$ cat src/rtl/exec_pkg.sv
// Shared constants and encodings for the execute/write-back stage.
package exec_pkg;

  localparam int unsigned DATA_W = 8;
  localparam int unsigned ADDR_W = 4;

  typedef enum logic [3:0] {
    OP_ADD   = 4'd0,
    OP_SUB   = 4'd1,
    OP_AND   = 4'd2,
    OP_OR    = 4'd3,
    OP_XOR   = 4'd4,
    OP_SHL   = 4'd5,
    OP_SHR   = 4'd6,
    OP_MUL   = 4'd7,
    OP_PASSA = 4'd8,
    OP_CMP   = 4'd9
  } opcode_t;

  typedef enum logic [1:0] {
    IDLE = 2'd0,
    EXEC = 2'd1,
    MUL  = 2'd2,
    WB   = 2'd3
  } state_t;

endpackage

$ cat src/rtl/exec_mul.sv
// Shift-add multiplier, one multiplier bit per cycle (LSB first), W x W -> 2W.
// prod_o carries the final partial sum combinationally while done_o is high.
module exec_mul
  import exec_pkg::*;
#(
  parameter int unsigned W = DATA_W
) (
  input  logic           clk_i,
  input  logic           rst_i,
  input  logic           start_i,
  input  logic [W-1:0]   a_i,
  input  logic [W-1:0]   b_i,
  output logic           done_o,
  output logic [2*W-1:0] prod_o
);

  localparam int unsigned CW = $clog2(W);

  logic [2*W-1:0] acc_q, acc_d;
  logic [2*W-1:0] mcand_q;
  logic [W-1:0]   mplier_q;
  logic [CW-1:0]  cnt_q;
  logic           busy_q;

  always_comb begin
    acc_d  = acc_q + (mplier_q[0] ? mcand_q : '0);
    done_o = busy_q && (cnt_q == CW'(W - 1));
    prod_o = acc_d;
  end

  always_ff @(posedge clk_i or posedge rst_i) begin
    if (rst_i) begin
      acc_q    <= '0;
      mcand_q  <= '0;
      mplier_q <= '0;
      cnt_q    <= '0;
      busy_q   <= 1'b0;
    end else if (start_i) begin
      acc_q    <= '0;
      mcand_q  <= {{W{1'b0}}, a_i};
      mplier_q <= b_i;
      cnt_q    <= '0;
      busy_q   <= 1'b1;
    end else if (busy_q) begin
      acc_q    <= acc_d;
      mcand_q  <= mcand_q << 1;
      mplier_q <= mplier_q >> 1;
      cnt_q    <= cnt_q + 1'b1;
      if (done_o) busy_q <= 1'b0;
    end
  end

endmodule

$ cat src/rtl/exec_unit.sv
// Execute/write-back stage: 2-cycle ALU ops, optional 8-cycle MUL, register file write port.
// Define EXEC_MUL_EN to build the multiplier; otherwise opcode 7 is illegal.
module exec_unit #(
  parameter int unsigned DATA_W = exec_pkg::DATA_W,
  parameter int unsigned ADDR_W = exec_pkg::ADDR_W
) (
  input  logic              clk,
  input  logic              reset,
  input  logic              op_valid,
  output logic              op_ready,
  input  logic [3:0]        opcode,
  input  logic [DATA_W-1:0] src_a,
  input  logic [DATA_W-1:0] src_b,
  input  logic [ADDR_W-1:0] dest_addr,
  output logic              wr_en,
  output logic [ADDR_W-1:0] wr_addr,
  output logic [DATA_W-1:0] wr_data,
  output logic              flag_z,
  output logic              flag_c,
  output logic              illegal
);
  import exec_pkg::*;

  state_t            state_q, state_d;
  logic [DATA_W-1:0] a_q, b_q;
  logic [3:0]        op_q;
  logic [ADDR_W-1:0] dest_q;

  logic              wr_en_q, flag_z_q, flag_c_q, illegal_q;
  logic [ADDR_W-1:0] wr_addr_q;
  logic [DATA_W-1:0] wr_data_q;

  logic              accept, fin;
  logic [DATA_W-1:0] res_d;
  logic [DATA_W:0]   ext_d;
  logic              c_d, write_d, ill_d;

  assign accept = op_valid && op_ready;

`ifdef EXEC_MUL_EN
  logic              mul_done;
  logic [2*DATA_W-1:0] mul_prod;

  exec_mul #(
    .W (DATA_W)
  ) u_mul (
    .clk_i   (clk),
    .rst_i   (reset),
    .start_i (accept && (opcode == OP_MUL)),
    .a_i     (src_a),
    .b_i     (src_b),
    .done_o  (mul_done),
    .prod_o  (mul_prod)
  );
`endif

  always_ff @(posedge clk or posedge reset) begin
    if (reset) state_q <= IDLE;
    else        state_q <= state_d;
  end

  always_comb begin
    state_d  = state_q;
    op_ready = (state_q == IDLE);
    case (state_q)
      IDLE: begin
        if (accept) begin
          state_d = EXEC;
`ifdef EXEC_MUL_EN
          if (opcode == OP_MUL) state_d = MUL;
`endif
        end
      end
      EXEC: state_d = WB;
`ifdef EXEC_MUL_EN
      MUL:  if (mul_done) state_d = WB;
`else
      MUL:  state_d = IDLE;
`endif
      WB:   state_d = IDLE;
      default: state_d = IDLE;
    endcase
  end

  // Result, flags and write decision are resolved on the edge entering WB.
  always_comb begin
    res_d   = '0;
    ext_d   = '0;
    c_d     = 1'b0;
    write_d = 1'b1;
    ill_d   = 1'b0;
    fin     = (state_q == EXEC);
    case (op_q)
      OP_ADD: begin
        ext_d = {1'b0, a_q} + {1'b0, b_q};
        res_d = ext_d[DATA_W-1:0];
        c_d   = ext_d[DATA_W];
      end
      OP_SUB, OP_CMP: begin
        ext_d = {1'b0, a_q} - {1'b0, b_q};
        res_d = ext_d[DATA_W-1:0];
        c_d   = ext_d[DATA_W];
        if (op_q == OP_CMP) write_d = 1'b0;
      end
      OP_AND:   res_d = a_q & b_q;
      OP_OR:    res_d = a_q | b_q;
      OP_XOR:   res_d = a_q ^ b_q;
      OP_SHL: begin
        res_d = {a_q[DATA_W-2:0], 1'b0};
        c_d   = a_q[DATA_W-1];
      end
      OP_SHR: begin
        res_d = {1'b0, a_q[DATA_W-1:1]};
        c_d   = a_q[0];
      end
      OP_PASSA: res_d = a_q;
      default: begin
        write_d = 1'b0;
        ill_d   = 1'b1;
      end
    endcase
`ifdef EXEC_MUL_EN
    if (state_q == MUL) begin
      fin     = mul_done;
      res_d   = mul_prod[DATA_W-1:0];
      c_d     = |mul_prod[2*DATA_W-1:DATA_W];
      write_d = 1'b1;
      ill_d   = 1'b0;
    end
`endif
  end

  always_ff @(posedge clk or posedge reset) begin
    if (reset) begin
      a_q       <= '0;
      b_q       <= '0;
      op_q      <= '0;
      dest_q    <= '0;
      wr_en_q   <= 1'b0;
      wr_addr_q <= '0;
      wr_data_q <= '0;
      flag_z_q  <= 1'b0;
      flag_c_q  <= 1'b0;
      illegal_q <= 1'b0;
    end else begin
      wr_en_q   <= 1'b0;
      illegal_q <= 1'b0;
      if (accept) begin
        a_q    <= src_a;
        b_q    <= src_b;
        op_q   <= opcode;
        dest_q <= dest_addr;
      end
      if (fin) begin
        if (ill_d) begin
          illegal_q <= 1'b1;
        end else begin
          flag_z_q <= (res_d == '0);
          flag_c_q <= c_d;
          if (write_d) begin
            wr_en_q   <= 1'b1;
            wr_addr_q <= dest_q;
            wr_data_q <= res_d;
          end
        end
      end
    end
  end

  assign wr_en   = wr_en_q;
  assign wr_addr = wr_addr_q;
  assign wr_data = wr_data_q;
  assign flag_z  = flag_z_q;
  assign flag_c  = flag_c_q;
  assign illegal = illegal_q;

endmodule

$ cat config.mk
export PLATFORM = sky130hd
export DESIGN_NAME = exec_unit
export DESIGN_NICKNAME = d
export VERILOG_FILES = /design/src/rtl/exec_pkg.sv /design/src/rtl/exec_mul.sv /design/src/rtl/exec_unit.sv
export SDC_FILE = /design/constraint.sdc
export NUM_CORES = 1
export LEC_CHECK = 0
export ABC_AREA = 1
export BUFFER_PORTS_ARGS = -buffer_cell sky130_fd_sc_hd__buf_2
export CORE_MARGIN = 2
export CORE_UTILIZATION = 54
export CTS_BUF_LIST = sky130_fd_sc_hd__clkbuf_4 sky130_fd_sc_hd__clkbuf_8
export DETAILED_ROUTE_END_ITERATION = 12
export PLACE_DENSITY = 0.76
export SETUP_SLACK_MARGIN = 0.1
export SYNTH_ARGS = -nofsm -noshare
export SYNTH_HDL_FRONTEND = slang
export SYNTH_HIERARCHICAL = 1
export SYNTH_SLANG_ARGS = --single-unit
$ cat constraint.sdc
create_clock -name clk -period 2 [get_ports clk]
set_clock_uncertainty 0.2 [all_clocks]
set_input_delay 0.2 -clock clk [delete_from_list [all_inputs] [get_ports clk]]
set_output_delay 0.2 -clock clk [all_outputs]
set_load 0.005 [all_outputs]
Word-level counts from Yosys, hierarchy flattened
Cells that the tools add are included. Widths: inputs -> output; s select.

Input bits: 27. Output and inout port bits: 17. Word-level logic and storage cells: 49. Register bits after elaboration: 42.

$add $sub $neg: 2. Reductions and logical operators: 10. Eq/ne operators: 12. Bitwise gates (word level): 3. Multiplexer cells: 11.

Operators by type and width (number): $pmux 8 s8 (1); $eq 4x3->1 const B (3); $add 8x8->9 (1); $reduce_or 9->1 (1); $sub 8x8->9 (1); $and 8x8->8 (1); $eq 4x2->1 const B (2); $eq 4x4->1 const B (2); $logic_not 8->1 (1); $or 8x8->8 (1); $xor 8x8->8 (1); $reduce_or 7->1 (1); $mux 1 (6); $pmux 2 s3 (1); $eq 2x2->1 const B (2); $eq 4x1->1 const B (1); $logic_not 4->1 (1); $pmux 1 s4 (1); $reduce_or 2->1 (2); $reduce_and 3->1 (1); $eq 2x1->1 const B (1); $logic_not 2->1 (1); $mux 2 (1); $ne 2x1->1 const B (1); 3 further kinds (3).

Depth between registers and ports, before layout
Gate-level depths: netlist of the first run.

Depth in word-level cells: 6. Gate-level depth with buffers: 16. Depth with buffers taken out: 16.

Worst setup path after synthesis of the first run
No wires, ideal clock.

Path type: register to register. Start point: register a_q[0]. End point: register flag_z_q (netlist: flag_z). Setup time: 65 ps. Clock period less this slack: 2043 ps. Arrival: 1778 ps. Stages on the path, launching flop included: 17. Path buffers: 0. Required time: 1735 ps. Setup slack: -43 ps. Path through: dfrtp_1 > inv_1 > ha_1 > fa_1 > inv_1 > nand2_1 > nand2_1 > nand2_1 > nand2_1 > nand2_1 > nand2_1 > nor2_1 > nor2_1 > nand2_1 > nor2_1 > nand3_1 > nand2_1.

Word-level cells in the longest chain between the ends: 3. Elaborated cells on any way between the ends: 7. Classes of those cells: 2 x add/sub; 1 x mux; 3 x bitwise; 1 x reduce/logical.

Ends and longest elaborated chain: from (decl) (line exec_unit.sv:25) `logic [DATA_W-1:0] a_q, b_q;`; from (signal assigned) (line exec_unit.sv:149) `a_q <= src_a;`; $sub 8x8->9 (tied with other cells) (line exec_unit.sv:100) `ext_d = {1'b0, a_q} - {1'b0, b_q};`; $pmux 8 s8 * (line exec_unit.sv:93) `case (op_q)`; $logic_not 8->1 * (line exec_unit.sv:158) `flag_z_q <= (res_d == '0);`; to (signal assigned) (line exec_unit.sv:158); to (decl) (line exec_unit.sv:29) `logic wr_en_q, flag_z_q, flag_c_q, illegal_q;`.

Every way passes the cells marked *; elsewhere a longest branch is shown, timed or not. A chain may end at the register's enable or synchronous reset.

Worst setup path in the final report of the first run
Start point: register b_q[0]. End point: register flag_z_q (netlist: flag_z).

Word-level cells in the longest chain between the ends: 3. Elaborated cells on any way between the ends: 7. Classes of those cells: 2 x add/sub; 1 x mux; 3 x bitwise; 1 x reduce/logical.

Ends and longest elaborated chain: from (decl) (line exec_unit.sv:25); from (signal assigned) (line exec_unit.sv:150) `b_q <= src_b;`; $sub 8x8->9 (tied with other cells) (line exec_unit.sv:100); $pmux 8 s8 * (line exec_unit.sv:93); $logic_not 8->1 * (line exec_unit.sv:158).

Marked as above.

==> results of run 1 <==
==> cells by family (layout without fill, tap and decap cells) <==
logic type	after synthesis	after routing	synth area share
compound gates	56	56	0.101
fa+ha+maj	26	26	0.114
buf+inv	66	177	0.0883
flops	42	42	0.353
mux	4	4	0.0151
simple gates	230	230	0.328
==> state kept, by name, indices dropped and copies added, names as in the netlist <==
name and flops:
flag_c 1, illegal 1, wr_en 1, a_q 8
wr_addr 4, state_q 2, dest_q 4, flag_z 1
wr_data 8, op_q 4, b_q 8
==> cells in the mapped netlist (all sizes together) <==
| cell | n | area share |
|---|---|---|
| o21ai | 15 | 0.025 |
| ha | 24 | 0.10 |
| mux2 | 4 | 0.015 |
| a31oi | 3 | 0.0063 |
| clkinv | 1 | 0.0013 |
| dfrtp | 42 | 0.35 |
| o21a | 1 | 0.0025 |
| nand2 | 110 | 0.14 |
| a21oi | 31 | 0.052 |
| nand4 | 2 | 0.0042 |
| o22ai | 1 | 0.0021 |
| o211ai | 3 | 0.0076 |
| clkbuf | 4 | 0.0050 |
| o21bai | 2 | 0.0050 |
| nand3 | 47 | 0.081 |
| nor3 | 1 | 0.0017 |
| or2 | 2 | 0.0042 |
| fa | 2 | 0.013 |
| inv | 54 | 0.068 |
| buf | 7 | 0.014 |
| nor2 | 64 | 0.086 |
| nand3b | 4 | 0.010 |
==> worst paths after layout <==
path                              endpoint  slack (ps)      start  cells after the start
max in group asynchronous          op_q[0]         810      reset                      4
worst max-delay path                flag_z        -250     b_q[0]                     12
min in group asynchronous          op_q[3]         410      reset                      4
worst min-delay path            wr_addr[3]         270  dest_q[3]                      2
worst max register to register      flag_z        -250     b_q[0]                     12
worst min register to register  wr_addr[3]         270  dest_q[3]                      2
==> metal layers <==
layer / global-route usage / part of all wire / vias to the layer above
li1: - / - / 1578
met1: 0.385 / 0.44 / 1456
met2: 0.501 / 0.49 / 113
met3: 0.0437 / 0.048 / 23
met4: 0.104 / 0.022 / 0
met5: 0 / 0 / -
==> power by group <==
part           internal (mW)  switching [mW]
Sequential              1.24           0.252
Combinational           2.20            3.01
Clock                  0.250           0.333
Total                   3.69            3.59
==> worst max-delay path: cells and delay by family, from the launching register on <==
kind	cells	cell delay, ps
flops	1	420
fa+ha+maj	2	720
simple gates	9	810
buf+inv	1	40
==> metrics by stage <==
step / total power, mW / cell area [µm²] / hold WS [ps]
2_1_floorplan: 4.20 / 3000 / 129
3_3_place_gp: 5.75 / 3560 / 153
3_5_place_dp: 5.82 / 3560 / 172
4_1_cts: 6.83 / 4040 / 281
5_1_grt: 7.90 / 4160 / 298
6_report: 7.29 / 4160 / 275
==> repair_timing <==
item	CTS	global route
pin swaps	17	12
setup buffers	2	2
hold endpoints to repair	67	0
hold buffers	26	0
setup endpoints to repair	9	14
gates cloned	0	0
resized for setup	34	36
==> final cells by class <==
cell class,count,area (µm²),share of cell area
repair buffers,114,825,0.198
inverters,55,209,0.0502
flip-flops and latches,42,1050,0.253
multi-input cells,316,1900,0.455
clock inverters,3,23.8,0.00571
clock buffers,5,68.8,0.0165
well taps,72,90.1,0.0216
==> summary.txt, run 1 <==
Status
  • Violated checks: setup timing
  • Status: finished with violations

Final layout
  • Diodes inserted: 0
  • Total Nets Final: 587
  • Layout Area Growth over Synthesis: 39.9%
  • Fillers: 419
  • Most frequent cells in the layout: 93 x nand2_1, 52 x nor2_1, 43 x buf_2, 42 x inv_1, 42 x buf_4
  • Most common cell after layout, fill and taps aside: nand2_1
  • Share of cells above drive strength 1: 0.321
  • Finished Layout Cells: 607
  • Finished Core Util: 0.770

Synthesis
  • Synth Cell Area: between 2000 and 3000 µm²
  • Syn Area/Cell: 7.02 µm²
  • Warnings, synthesis: 6
  • Synth cell types: 30
  • Post-synthesis sequential area ratio: 0.353
  • Synth Register Bits: 42
  • Post-synth net total: 477
  • Cell count after synthesis: 424

STA
  • Fin. Hold Viols: 0
  • Worst-Margin Slew: 536 ps
  • Final period util: 1.12
  • Min Tclk post-route: ~2200 ps
  • Count of pins over their slew limit: 0
  • Setup violations, final: 4
  • RSZ-0062 raised after global routing: true
  • Max Clock Freq: 445 MHz
  • Setup_tns: -450 ps
  • Worst setup margin: -247 ps
  • Relative slew margins: 0.642

Routing
  • # DRC: 0
  • Vias per Instance: 5.22
  • DRT iter0 DRCs: around 200
  • First-pass DRT Iterations: 5
  • DR WL/cell: 14.4 µm
  • Final ANT Viol Nets: 0
  • Final WL: 8.72 mm
  • Via count: 3170

Clock network
  • TritonCTS Sinks: 42
  • H-tree depth: 2
  • CTS Buffer Depth: 2
  • CTS tree: built
  • Root buffer cell: clkbuf_8
  • Reg clk slew, reported paths: 90 ps
  • Insertion delay to the later sink of the worst-skew pair: roughly 310 ps
  • CTS Buf Count: 5

GRT
  • Gr usage total: 0.295
  • Number of antenna violations at the first check in global routing: 0
  • Overflow after GRT: 0
  • Vias in the first global route: 2998
  • First-pass GRT wire length: ~14 mm
  • Largest net degree at the start of global routing: 43

Worst setup path
  • Crit path cell chain: ha_2, inv_2, fa_2, nand3b_1, nand2_1, nor2_2, nand3_1, nor2_1, nand2_1, nor2_1, nand3_1, nand2_1
  • CP Class: reg -> reg
  • WP data required: 2050 ps
  • Critical path's slowest cell: fa_2
  • CP Launch Type: flip-flop
  • Worst path max stage delay: 500 ps
  • Worst Path Max Fanout: 3
  • Arrival time worst endpoint: 2300 ps
  • Worst Setup End Kind: flip-flop
  • Crit-path most repeated cell: nand2_1

Die
  • Standard-cell rows: 27
  • Die Ht: 78.2 µm
  • Die X: 78.2 µm
  • Core footprint: ~5400 µm²
  • IO Pins: 44
  • Initial core utilization: 0.550
  • Die area: 6120 µm²

Pwr
  • LEAKAGE: 2.18 nW
  • P per Cell Area: 1750 nW/µm²
  • Worst vdd ir: 0.00108 V

Job
  • Max Cap Viol: 0

Place
  • Hpwl dp: 6.21 mm
  • Gp weighted congestion: 1.07
  • Dpl cells: 570
  • Placement Setup Slack: -202 ps
  • Port bufs: 43

Worst hold path
  • Hold WC Path Type: reg -> reg
Power figures use the tool's default switching activity.
==> run 2: changes to the inputs <==
--- a/config.mk
+++ b/config.mk
@@ -6,14 +6,15 @@
 export NUM_CORES = 1
 export LEC_CHECK = 0
 export ABC_AREA = 1
-export BUFFER_PORTS_ARGS = -buffer_cell sky130_fd_sc_hd__buf_2
 export CORE_MARGIN = 2
-export CORE_UTILIZATION = 54
+export CORE_UTILIZATION = 58
 export CTS_BUF_LIST = sky130_fd_sc_hd__clkbuf_4 sky130_fd_sc_hd__clkbuf_8
 export DETAILED_ROUTE_END_ITERATION = 12
-export PLACE_DENSITY = 0.76
+export DONT_BUFFER_PORTS = 1
+export PLACE_DENSITY = 0.71
 export SETUP_SLACK_MARGIN = 0.1
 export SYNTH_ARGS = -nofsm -noshare
 export SYNTH_HDL_FRONTEND = slang
 export SYNTH_HIERARCHICAL = 1
 export SYNTH_SLANG_ARGS = --single-unit
+export TNS_END_PERCENT = 5
==> constraint.sdc (replaced) <==
create_clock -name clk -period 2.4 [get_ports clk]
set_clock_uncertainty 0.2 [all_clocks]
set_input_delay 0.24 -clock clk [delete_from_list [all_inputs] [get_ports clk]]
set_output_delay 0.24 -clock clk [all_outputs]
set_load 0.005 [all_outputs]
==> summary.txt, run 2 (synthesis gave the netlist of run 1 again) <==
GRT
  • Gr usage total: 0.275
  • Largest net degree at the start of global routing: 45
  • Overflow after GRT: 0
  • First-pass GRT wire length: 11.7 mm
  • Vias in the first global route: approximately 2400
  • Number of antenna violations at the first check in global routing: 0

Worst setup path
  • Top delay family on crit path: simple AND/OR/NAND/NOR gates
  • Arrival time worst endpoint: 2280 ps
  • Worst Setup End Kind: flip-flop
  • CP Launch Type: flip-flop
  • Worst Path Max Fanout: 4
  • WP data required: roughly 2400 ps
  • Worst path max stage delay: 500 ps
  • Reg2Reg Capture Point: flag_z
  • R2R Setup Slk: 160 ps
  • Crit-path most repeated cell: nand2_1
  • Reg2reg start: a_q[0]
  • CP Class: reg -> reg
  • Critical path buffers and inverters: 1
  • FF-to-FF path depth: 12
  • Critical path's slowest cell: fa_2
  • Crit path cell chain: ha_2, inv_2, fa_2, nand3b_1, nand2_1, nor2_2, nand3_1, nor2_1, nand2_1, nor2_1, nand3_1, nand2_1

Final layout
  • Finished Core Util: 0.693
  • Most common cell after layout, fill and taps aside: nand2_1
  • Diodes inserted: 0
  • Most frequent cells in the layout: 107 x nand2_1, 57 x nor2_1, 45 x inv_1, 44 x nand3_1, 40 x dfrtp_1
  • Total Nets Final: 511
  • Layout Area Growth over Synthesis: 17.5%
  • Share of cells above drive strength 1: 0.118

Status
  • Status: finished clean

Routing
  • Vias per Instance: 5.36
  • DR WL/cell: 14.2 µm
  • # DRC: 0
  • First-pass DRT Iterations: 4
  • DRT iter0 DRCs: between 200 and 250
  • Final ANT Viol Nets: 0
  • Via count: about 2800
  • Final WL: around 7.5 mm

Die
  • Initial core utilization: 0.590
  • Die X: 75.6 µm
  • Die Ht: 75.6 µm
  • Die area: 5720 µm²
  • Standard-cell rows: 26
  • IO Pins: 44
  • Core footprint: 5040 µm²

Job
  • Max Cap Viol: 0

Clock network
  • Insertion delay to the later sink of the worst-skew pair: 310 ps
  • Root buffer cell: clkbuf_8
  • CTS Buf Count: 5
  • H-tree depth: 2
  • TritonCTS Sinks: 42
  • Reg clk slew, reported paths: 90 ps
  • CTS Buffer Depth: 2
  • CTS tree: built

Pwr
  • Cell internal pwr: 2.38 mW
  • Worst vdd ir: 0.000714 V
  • NetSw: 2.56 mW
  • Switching Share: 0.518
  • Seq pwr share: 0.269
  • Logic pwr share: 0.633
  • Clk pwr share: 0.097
  • LEAKAGE: 1.81 nW
  • P per Cell Area: 1410 nW/µm²

Worst hold path
  • Hold worst-path end: b_q[7]
  • Hold WC Path Type: in -> reg
  • WHS Path Cells: 4
  • Hold path start: op_valid

STA
  • Worst setup margin: ~160 ps
  • Count of pins over their slew limit: 0
  • Worst-Margin Slew: 521 ps
  • Max Clock Freq: 447 MHz
  • Setup_tns: 0 ps
  • RSZ-0062 raised after global routing: true
  • Relative slew margins: 0.651
  • Final period util: 0.931
  • Min Tclk post-route: roughly 2200 ps
  • Worst hold slack: 227 ps
  • Fin. Hold Viols: 0
  • Setup violations, final: 0

Place
  • Port bufs: 0
  • Gp weighted congestion: 1.03
  • Hpwl dp: approximately 5.7 mm
  • Placement Setup Slack: 6.75 ps
run 2: cell count changes in the layout (fill, tap and decap cells not counted), sizes merged:
cell and change:
buf -76, clkinv +2, clkinvlp -1, inv -1
run 2: tightest hold or removal path, cell delays in order:
cell,delay [ps]
nand2_1,30
buf_4,250
nor2_1,130
a21oi_1,40
run 2: cell type report:
type                    instances  area, µm²
clock inverters                 3       25.0
clock buffers                   5       68.8
multi-input cells             316       1700
repair buffers                 38        350
fillers                       448       1550
inverters                      55        206
flip-flops and latches         42       1050
well taps                      70       87.6
run 2: how the worst max path moves through the flow:
stage                   to  startpoint  slack (ps)  cells past startpoint
finish              flag_z      a_q[0]         160                     12
global route        flag_z      a_q[0]          20                     12
CTS                 flag_z      a_q[0]         110                     14
detailed placement  flag_z      a_q[0]           7                     14
global placement    flag_z      a_q[0]         0.8                     14
floorplan           flag_z      a_q[0]         360                     16
run 2: per-layer routing:
layer,global-route usage,wire length [µm],vias to the layer above
li1,-,-,1415
met2,0.459,3460,124
met4,0.0877,195,0
met5,0,0,-
met3,0.0450,452,18
met1,0.367,3400,1277
run 2: repair_timing:
item | 4_1_cts | 5_1_grt
setup buffers | 0 | 5
pin swaps | 1 | 11
setup endpoints to repair | 1 | 5
hold buffers | 26 | 0
resized for setup | 6 | 14
hold endpoints to repair | 67 | 0
run 2: stage by stage:
stage / std cells / power, mW / cell area (µm²)
detailed placement: 490 / 4.21 / 3060
finish: 529 / 4.94 / 3500
floorplan: 424 / 3.47 / 2980
CTS: 524 / 4.75 / 3420
global placement: 490 / 4.17 / 3060
global route: 529 / 5.43 / 3500
run 2: power by group through the flow:
stage	combinational (mW)	sequential, mW	clock, mW
final	3.13	1.33	0.481
after CTS	2.93	1.33	0.485
after detailed placement	2.88	1.34	0
after floorplan	2.20	1.27	0
after global placement	2.85	1.32	0
after global routing	3.52	1.40	0.511
